===== config.mk =====
export PLATFORM = sky130hd
export DESIGN_NAME = cv32e40x_data_obi_interface
export DESIGN_NICKNAME = d
export VERILOG_FILES = /design/src/rtl/cv32e40x_data_obi_interface.sv
export SDC_FILE = /design/constraint.sdc
export NUM_CORES = 1
export LEC_CHECK = 0
export CORE_MARGIN = 3
export CORE_UTILIZATION = 41
export DETAILED_ROUTE_END_ITERATION = 8
export GPL_ROUTABILITY_DRIVEN = 0
export PLACE_DENSITY = 0.82
export SKIP_CTS_REPAIR_TIMING = 1
export SLEW_MARGIN = 15
export SYNTH_ARGS = -nofsm -noshare
export SYNTH_HDL_FRONTEND = slang
export SYNTH_SLANG_ARGS = --single-unit

===== constraint.sdc =====
create_clock -name clk -period 3.1 [get_ports clk]
set_clock_uncertainty 0.05 [all_clocks]
set_input_delay 0.62 -clock clk [delete_from_list [all_inputs] [get_ports clk]]
set_output_delay 0.62 -clock clk [all_outputs]
set_load 0.01 [all_outputs]

===== src/rtl/cv32e40x_data_obi_interface.sv =====
// Purpose : turns the write-buffer valid/ready stream into OBI data requests, tracks outstanding transactions.
// Latency : upstream accept -> OBI request 0 cycles; OBI response -> LSU response 0 cycles.
// Backpress: ready_o drops while a request awaits grant or MAX_OUTSTANDING transactions are in flight.
//
// Ports:
//   clk, rst          clock and synchronous active-high reset
//   valid_i/trans_i   upstream transaction, accepted on valid_i && ready_o
//   ready_o           upstream accept
//   obi_req_o/obi_trans_o/obi_gnt_i    OBI address phase
//   obi_rvalid_i/obi_rdata_i/obi_err_i OBI response phase
//   resp_*_o          in-order response to the LSU, tagged with the transaction direction
//   outstanding_o     granted-but-unresponded transaction count

package cv32e40x_data_obi_pkg;
    typedef struct packed {
        logic [31:0] addr;
        logic        we;
        logic [3:0]  be;
        logic [31:0] wdata;
        logic [1:0]  memtype;
        logic [2:0]  prot;
        logic [5:0]  atop;
        logic        dbg;
    } obi_data_req_t;
endpackage

module cv32e40x_data_obi_interface
    import cv32e40x_data_obi_pkg::*;
#(
    parameter int MAX_OUTSTANDING = 2
) (
    input  logic          clk,
    input  logic          rst,
    input  logic          valid_i,
    input  obi_data_req_t trans_i,
    output logic          ready_o,
    output logic          obi_req_o,
    output obi_data_req_t obi_trans_o,
    input  logic          obi_gnt_i,
    input  logic          obi_rvalid_i,
    input  logic [31:0]   obi_rdata_i,
    input  logic          obi_err_i,
    output logic          resp_valid_o,
    output logic [31:0]   resp_rdata_o,
    output logic          resp_err_o,
    output logic          resp_we_o,
    output logic [2:0]    outstanding_o
);

    localparam logic [2:0] MAX_CNT  = 3'(MAX_OUTSTANDING);
    localparam logic [1:0] LAST_PTR = 2'(MAX_OUTSTANDING - 1);

    typedef enum logic [0:0] {
        S_PASS = 1'b0,
        S_HOLD = 1'b1
    } state_e;

    state_e        r_state;
    obi_data_req_t r_hold;
    logic [2:0]    r_outstanding;
    // Tag storage sized for the largest legal depth; only entries 0..MAX_OUTSTANDING-1 are used.
    logic [3:0]    r_tags;
    logic [1:0]    r_wptr;
    logic [1:0]    r_rptr;

    logic w_cnt_ok;
    logic w_req;
    logic w_push;
    logic w_pop;

    assign w_cnt_ok = (r_outstanding < MAX_CNT);

    // Address phase: pass-through in PASS, replay of the captured request in HOLD.
    // The request is squashed during reset so the bus sees the reset in the same cycle.
    always_comb begin
        ready_o     = 1'b0;
        w_req       = 1'b0;
        obi_trans_o = trans_i;
        if (r_state == S_PASS) begin
            ready_o = w_cnt_ok;
            w_req   = valid_i && w_cnt_ok;
        end else begin
            w_req       = 1'b1;
            obi_trans_o = r_hold;
        end
    end

    assign obi_req_o = w_req && !rst;

    assign w_push = obi_req_o && obi_gnt_i;
    // A response with nothing outstanding is a bus protocol violation; ignore it so the
    // counter cannot underflow and the tag FIFO stays consistent.
    assign w_pop  = obi_rvalid_i && (r_outstanding != 3'd0);

    always_ff @(posedge clk) begin
        if (rst) begin
            r_state       <= S_PASS;
            r_hold        <= '0;
            r_outstanding <= 3'd0;
            r_tags        <= 4'd0;
            r_wptr        <= 2'd0;
            r_rptr        <= 2'd0;
        end else begin
            case (r_state)
                S_PASS: begin
                    if (obi_req_o && !obi_gnt_i) begin
                        r_hold  <= trans_i;
                        r_state <= S_HOLD;
                    end
                end
                S_HOLD: begin
                    if (obi_gnt_i) begin
                        r_state <= S_PASS;
                    end
                end
                default: r_state <= S_PASS;
            endcase

            case ({w_push, w_pop})
                2'b10:   r_outstanding <= r_outstanding + 3'd1;
                2'b01:   r_outstanding <= r_outstanding - 3'd1;
                default: r_outstanding <= r_outstanding;
            endcase

            // Head is read combinationally from the old contents, so a push and pop on the
            // same slot in one cycle still returns the older tag.
            if (w_push) begin
                r_tags[r_wptr] <= obi_trans_o.we;
                r_wptr         <= (r_wptr == LAST_PTR) ? 2'd0 : r_wptr + 2'd1;
            end
            if (w_pop) begin
                r_rptr <= (r_rptr == LAST_PTR) ? 2'd0 : r_rptr + 2'd1;
            end
        end
    end

    assign resp_valid_o  = obi_rvalid_i;
    assign resp_rdata_o  = obi_rdata_i;
    assign resp_err_o    = obi_err_i;
    assign resp_we_o     = obi_rvalid_i && r_tags[r_rptr];
    assign outstanding_o = r_outstanding;

    a_no_spurious_rvalid : assert property (@(posedge clk) disable iff (rst)
        obi_rvalid_i |-> (r_outstanding != 3'd0));

    a_req_stable : assert property (@(posedge clk) disable iff (rst)
        (obi_req_o && !obi_gnt_i) |=> (rst || (obi_req_o && $stable(obi_trans_o))));

endmodule


==> Word level (Yosys, flattened, before mapping) <==
Cells that the tools add are included.
{ "op_classes": {"muxes": 14, "n_bitwise": 1, "eq_ne": 4, "addsub": 4, "n_reduce_logical": 12, "order_cmp": 4} }
{ "ops": {"columns": ["operator", "n"], "rows": [
  ["81-bit 2-to-1 mux", 1],
  ["1-bit logical AND", 7],
  ["2-bit by 1-bit equality test with 1-bit output (second input constant)", 3],
  ["2-bit by 3-bit less-than comparator with 1-bit output (second input constant)", 2],
  ["1-bit 2-to-1 mux", 6],
  ["3-bit case mux with 2 select lines", 1],
  ["2-bit by 1-bit adder with 2-bit output (second input constant)", 2],
  ["4-bit bitwise mux", 1],
  ["2-bit 2-to-1 mux", 2],
  ["3-bit by 1-bit adder with 3-bit output (second input constant)", 1],
  ["3-bit by 2-bit less-than comparator with 1-bit output (second input constant)", 1],
  ["3-bit nonzero test", 1],
  ["3-bit by 1-bit subtractor with 3-bit output (second input constant)", 1],
  ["1-bit binary-select mux with 2-bit select", 1],
  ["1-bit demux with 2-bit select", 1],
  ["2-bit equality test (second input constant)", 1],
  ["2-bit by 1-bit >= comparator with 1-bit output (second input constant)", 1],
  ["1-bit logical NOT", 2],
  ["1-bit case mux with 2 select lines", 1],
  ["2-bit AND reduction", 1],
  ["2-bit nonzero test", 1],
  ["1-bit inverter", 1]
]} }
{ "totals": {"word_cells": 52, "ff_bits": 93, "out_inout_bits": 121, "in_bits": 119} }

==> Depth between registers and ports, before layout <==
{ "logic_depth": {"word_depth": 7, "mapped_depth": 10} }

==> Least setup slack after synthesis <==
No wires, ideal clock.
{ "synth_path": {"path_kind": "input to register", "startpoint": "input port valid_i", "endpoint": "register r_outstanding[2], in the netlist outstanding_o[2]", "path_slack_ns": 0.599, "t_arrival_ns": 2.380, "path_stages": 9, "setup_ns": 0.070, "cell_sequence": "nor3b_1 -> nor2_1 -> or3b_1 -> ha_1 -> inv_1 -> fa_1 -> xor2_1 -> or3_1 -> a21oi_1"} }
{ "synth_via": {"elab_chain_len": 6, "word_cells_on_any_way": 8, "classes_between": "eq/ne (2); mux (2); reduce/logical (4)"} }
{ "synth_lines": {"columns": ["element", "line", "rtl"], "rows": [
  ["from (decl)", "34", "input logic valid_i,"],
  ["1-bit logical AND (*)", "81", "w_req = valid_i && w_cnt_ok;"],
  ["1-bit 2-to-1 mux (*)", "79", "if (r_state == S_PASS) begin"],
  ["1-bit logical AND (*)", "88", "assign obi_req_o = w_req && !rst;"],
  ["1-bit logical AND (*)", "90", "assign w_push = obi_req_o && obi_gnt_i;"],
  ["2-bit by 1-bit equality test with 1-bit output or 2-bit equality test (tied branches)", "119", "case ({w_push, w_pop})"],
  ["3-bit case mux with 2 select lines or 2-bit nonzero test (tied branches)", null, null],
  ["to (signal assigned)", "120", "2'b10: r_outstanding <= r_outstanding + 3'd1;"],
  ["to (signal assigned)", "121", "2'b01: r_outstanding <= r_outstanding - 3'd1;"],
  ["to (signal assigned)", "122", "default: r_outstanding <= r_outstanding;"],
  ["to (decl)", "60", "logic [2:0] r_outstanding;"]
]} }
Every way passes the cells marked *; elsewhere a longest branch is shown, timed or not.
A chain may end at the register's enable or synchronous reset.

==> Worst setup path after layout <==
{ "layout_path": {"startpoint": "register r_state", "endpoint": "output port ready_o"} }
{ "layout_via": {"elab_chain_len": 1} }
{ "layout_lines": {"columns": ["element", "line", "rtl"], "rows": [
  ["from (decl)", "58", "state_e r_state;"],
  ["from (signal assigned)", "97", "r_state <= S_PASS;"],
  ["from (signal assigned)", "108", "r_state <= S_HOLD;"],
  ["from (signal assigned)", "113", "r_state <= S_PASS;"],
  ["1-bit 2-to-1 mux", "79", null],
  ["to (decl)", "36", "output logic ready_o,"]
]} }
No other way between the ends.

==> impl_metrics.py <==
metrics = {
    "synthesis": {
        "synth_area_mm2": 0.004915,
        "netlist_instances": 562,
        "synth_fp_nets": 683,
        "yosysSeqAreaShare_pct": 37.88,
        "ys_warn_count": 0,
        "yosysTopAreaCell": "dfxtp_1",
        "synth_ff_type": "dfxtp_1",
        "synth.avg_cell_area_um2": 8.745,
        "synth_area_leaders": "dfxtp_1 38%, mux2_2 19%, a21oi_1 8.7%",
        "synth_edf_count": 0,
        "synth-seq-cells": 93,
        "async_reset_ff_share_pct": 0,
        "yosysTopAreaCellShare_pct": 37.88,
        "synthDistinctLibCells": 34,
    },
    "power": {
        "ir_drop_mv": 0.3426,
        "leakagePower_nw": 2.227,
        "powerDensity_mw_per_mm2": 524.9,
    },
    "final_layout": {
        "layout.cells.most_common": "clkdlybuf4s50_1",
        "fillers": 996,
        "diodes": 0,
        "finalNonFillerCells": 812,
        "nNetsFinal": 785,
        "syn_to_final_growth_pct": 35.69,
        "drive_above_1_share_pct": 16.89,
        "stdcell_area_mm2": 0.006669,
        "final_cell_mix": "172 x clkdlybuf4s50_1, 92 x dfxtp_1, 85 x a21oi_1, 82 x mux2_2, 81 x nand3_1",
        "post-route-util_pct": 57.67,
    },
    "routing": {
        "viasPerCell": 5.674,
        "ant_nets": 0,
        "initialDrtViolationCount": 303,
        "drc_errors": 0,
        "wl_um": 13830,
        "wire_per_inst_um": 17.03,
        "num_vias": 4607,
        "drt_pass1_iterations": 5,
    },
    "worst_setup_path": {
        "crit_path_max_fanout": 30,
        "slowest_stage": "clkdlybuf4s50_1",
        "r2r-start": "r_state",
        "rrSetupSlack_ns": 0.56,
        "crit_chain": "buf_12 > or3_2 > clkinv_4 > clkdlybuf4s50_1",
        "arrival_ns": 2.18,
        "rr_endpoint": "outstanding_o[2]",
        "r2r_cells": 9,
        "cp-start-kind": "flop",
        "end_kind": "primary output",
        "cpPeakStageDelay_ns": 0.56,
        "critPathKind": "flop to primary output",
        "worst-endpoint-required_ns": 2.43,
    },
    "global_routing": {
        "grt_pass1_vias": 4669,
        "grt_max_degree": 82,
        "grt_first_pass_wirelength_um": 21870,
        "gr-total-overflow": 0,
        "antenna_found_initial": 0,
        "grt_usage_pct": 20.14,
    },
    "sta": {
        "fmax_ghz": 0.3507,
        "fin_crit_sh_pct": 91.97,
        "setup_viol": 0,
        "finalMaxSlewViolations": 0,
        "rsz0062_at_grt": "no",
        "tightest_slew_ns": 0.8852,
        "max_slew_margin_pct": 40.98,
        "holdWs_ns": 0.4188,
        "min_period_ns": 2.851,
        "final_hold_viol_count": 0,
        "setup_tns_ns": 0,
    },
    "placement": {
        "post_dp_cell_area_mm2": 0.006381,
        "io_buffers": 173,
        "post-dp-hpwl_um": 8963,
        "dp.cells": 795,
    },
    "die": {
        "num_io_pins": 240,
        "core_mm2": 0.01156,
        "start_util_pct": 42.50,
        "die_y_um": 115.5,
        "rows": 39,
        "dieWidth_um": 115.5,
        "die-area_mm2": 0.01334,
    },
    "clock_network": {
        "clk_latency_ns": 0.33,
        "ctsHtreeMaxLevel": 3,
        "clkTransAtPathRegs_ns": 0.06,
        "cts-root-buf": "clkbuf_16",
        "numClockSinks": 93,
        "cts_buffer_depth": 2,
        "cts_buffers": 9,
        "cts_tree": "done",
    },
    "job": {
        "maxCapViolCount": 0,
    },
    "hold_path": {
        "hold_class": "flop to flop",
        "hold_path_end": "r_rptr[1]",
        "min_path_cells": 2,
        "hold_start": "r_rptr[1]",
    },
    "status": {
        "run_status": "complete, no violations",
    },
}
==> registers in the layout, indices dropped and copies added, names as in the netlist <==
name           cells
r_state            1
outstanding_o      3
r_wptr             2
r_rptr             2
r_hold            81
r_tags             4
==> cells in the mapped netlist (all sizes together) (2+ instances only) <==
cell,number
inv,8
xor2,2
nand2b,2
a221oi,4
mux2,82
nor4bb,2
clkbuf,39
nand3,81
a21oi,85
o21ai,86
dfxtp,93
nor2,7
buf,51
or3,2
or3b,2
nor3b,2
==> layout make-up <==
type,instances,area (µm²),area share (%)
Tap cell,143,178.9,2.683
Timing Repair Buffer,181,1839,27.58
Sequential cell,93,1866,27.97
Clock inverter,7,42.54,0.6379
Inverter,9,38.79,0.5816
Clock buffer,9,225.2,3.377
Multi-Input combinational cell,370,2479,37.17
==> worst max-delay path: cells and delay by family (launching register included) <==
kind | cells | cell delay, ns
DFF | 1 | 0.50
and+or+nand+nor | 1 | 0.47
buffers and inverters | 3 | 0.86
==> cells by family (layout without fill, tap and decap cells) <==
logic type,Yosys count,after routing,share of synthesized area [%]
buffers and inverters,99,206,11.81
DFF,93,93,37.88
AOI/OAI and AO/OA,178,178,18.64
adders and majority gates,2,2,0.6619
and+or+nand+nor,104,104,11.23
muxes,83,83,19.25
xor gates and xnor gates,3,3,0.5347
==> power by group <==
part	total, mW	switching (mW)	leakage, nW	internal [mW]
Clock	0.990	0.453	0.127	0.537
Combinational	1.16	0.614	1.34	0.550
Sequential	1.35	0.0717	0.755	1.27
Total	3.50	1.14	2.23	2.36
==> stage by stage <==
step                      total power [mW]  worst slack (ns)
final                                3.500            0.2489
after global routing                 3.692            0.1471
after CTS                            3.522           0.04784
after detailed placement             2.525           0.06588
after global placement               2.499            0.1670
after floorplan                      2.126            0.5995
==> worst max-delay path by stage <==
stage / start / to / slack (ns) / cells after the start
2_1_floorplan: valid_i / outstanding_o[2] / 0.60 / 9
3_3_place_gp: valid_i / outstanding_o[2] / 0.17 / 10
3_5_place_dp: valid_i / outstanding_o[2] / 0.07 / 10
4_1_cts: r_state / obi_trans_o[13] / 0.05 / 3
5_1_grt: valid_i / obi_req_o / 0.15 / 5
6_report: r_state / ready_o / 0.25 / 4
==> routing by layer <==
metal	GRT usage [%]	part of all wire, %	vias up	wire length [µm]
li1	-	-	2181	-
met1	23.60	40	2221	5548
met2	34.65	52	172	7147
met3	5.065	6.1	33	840
met4	9.233	2.1	0	295
met5	0	0	-	0
Power figures use the tool's default switching activity.
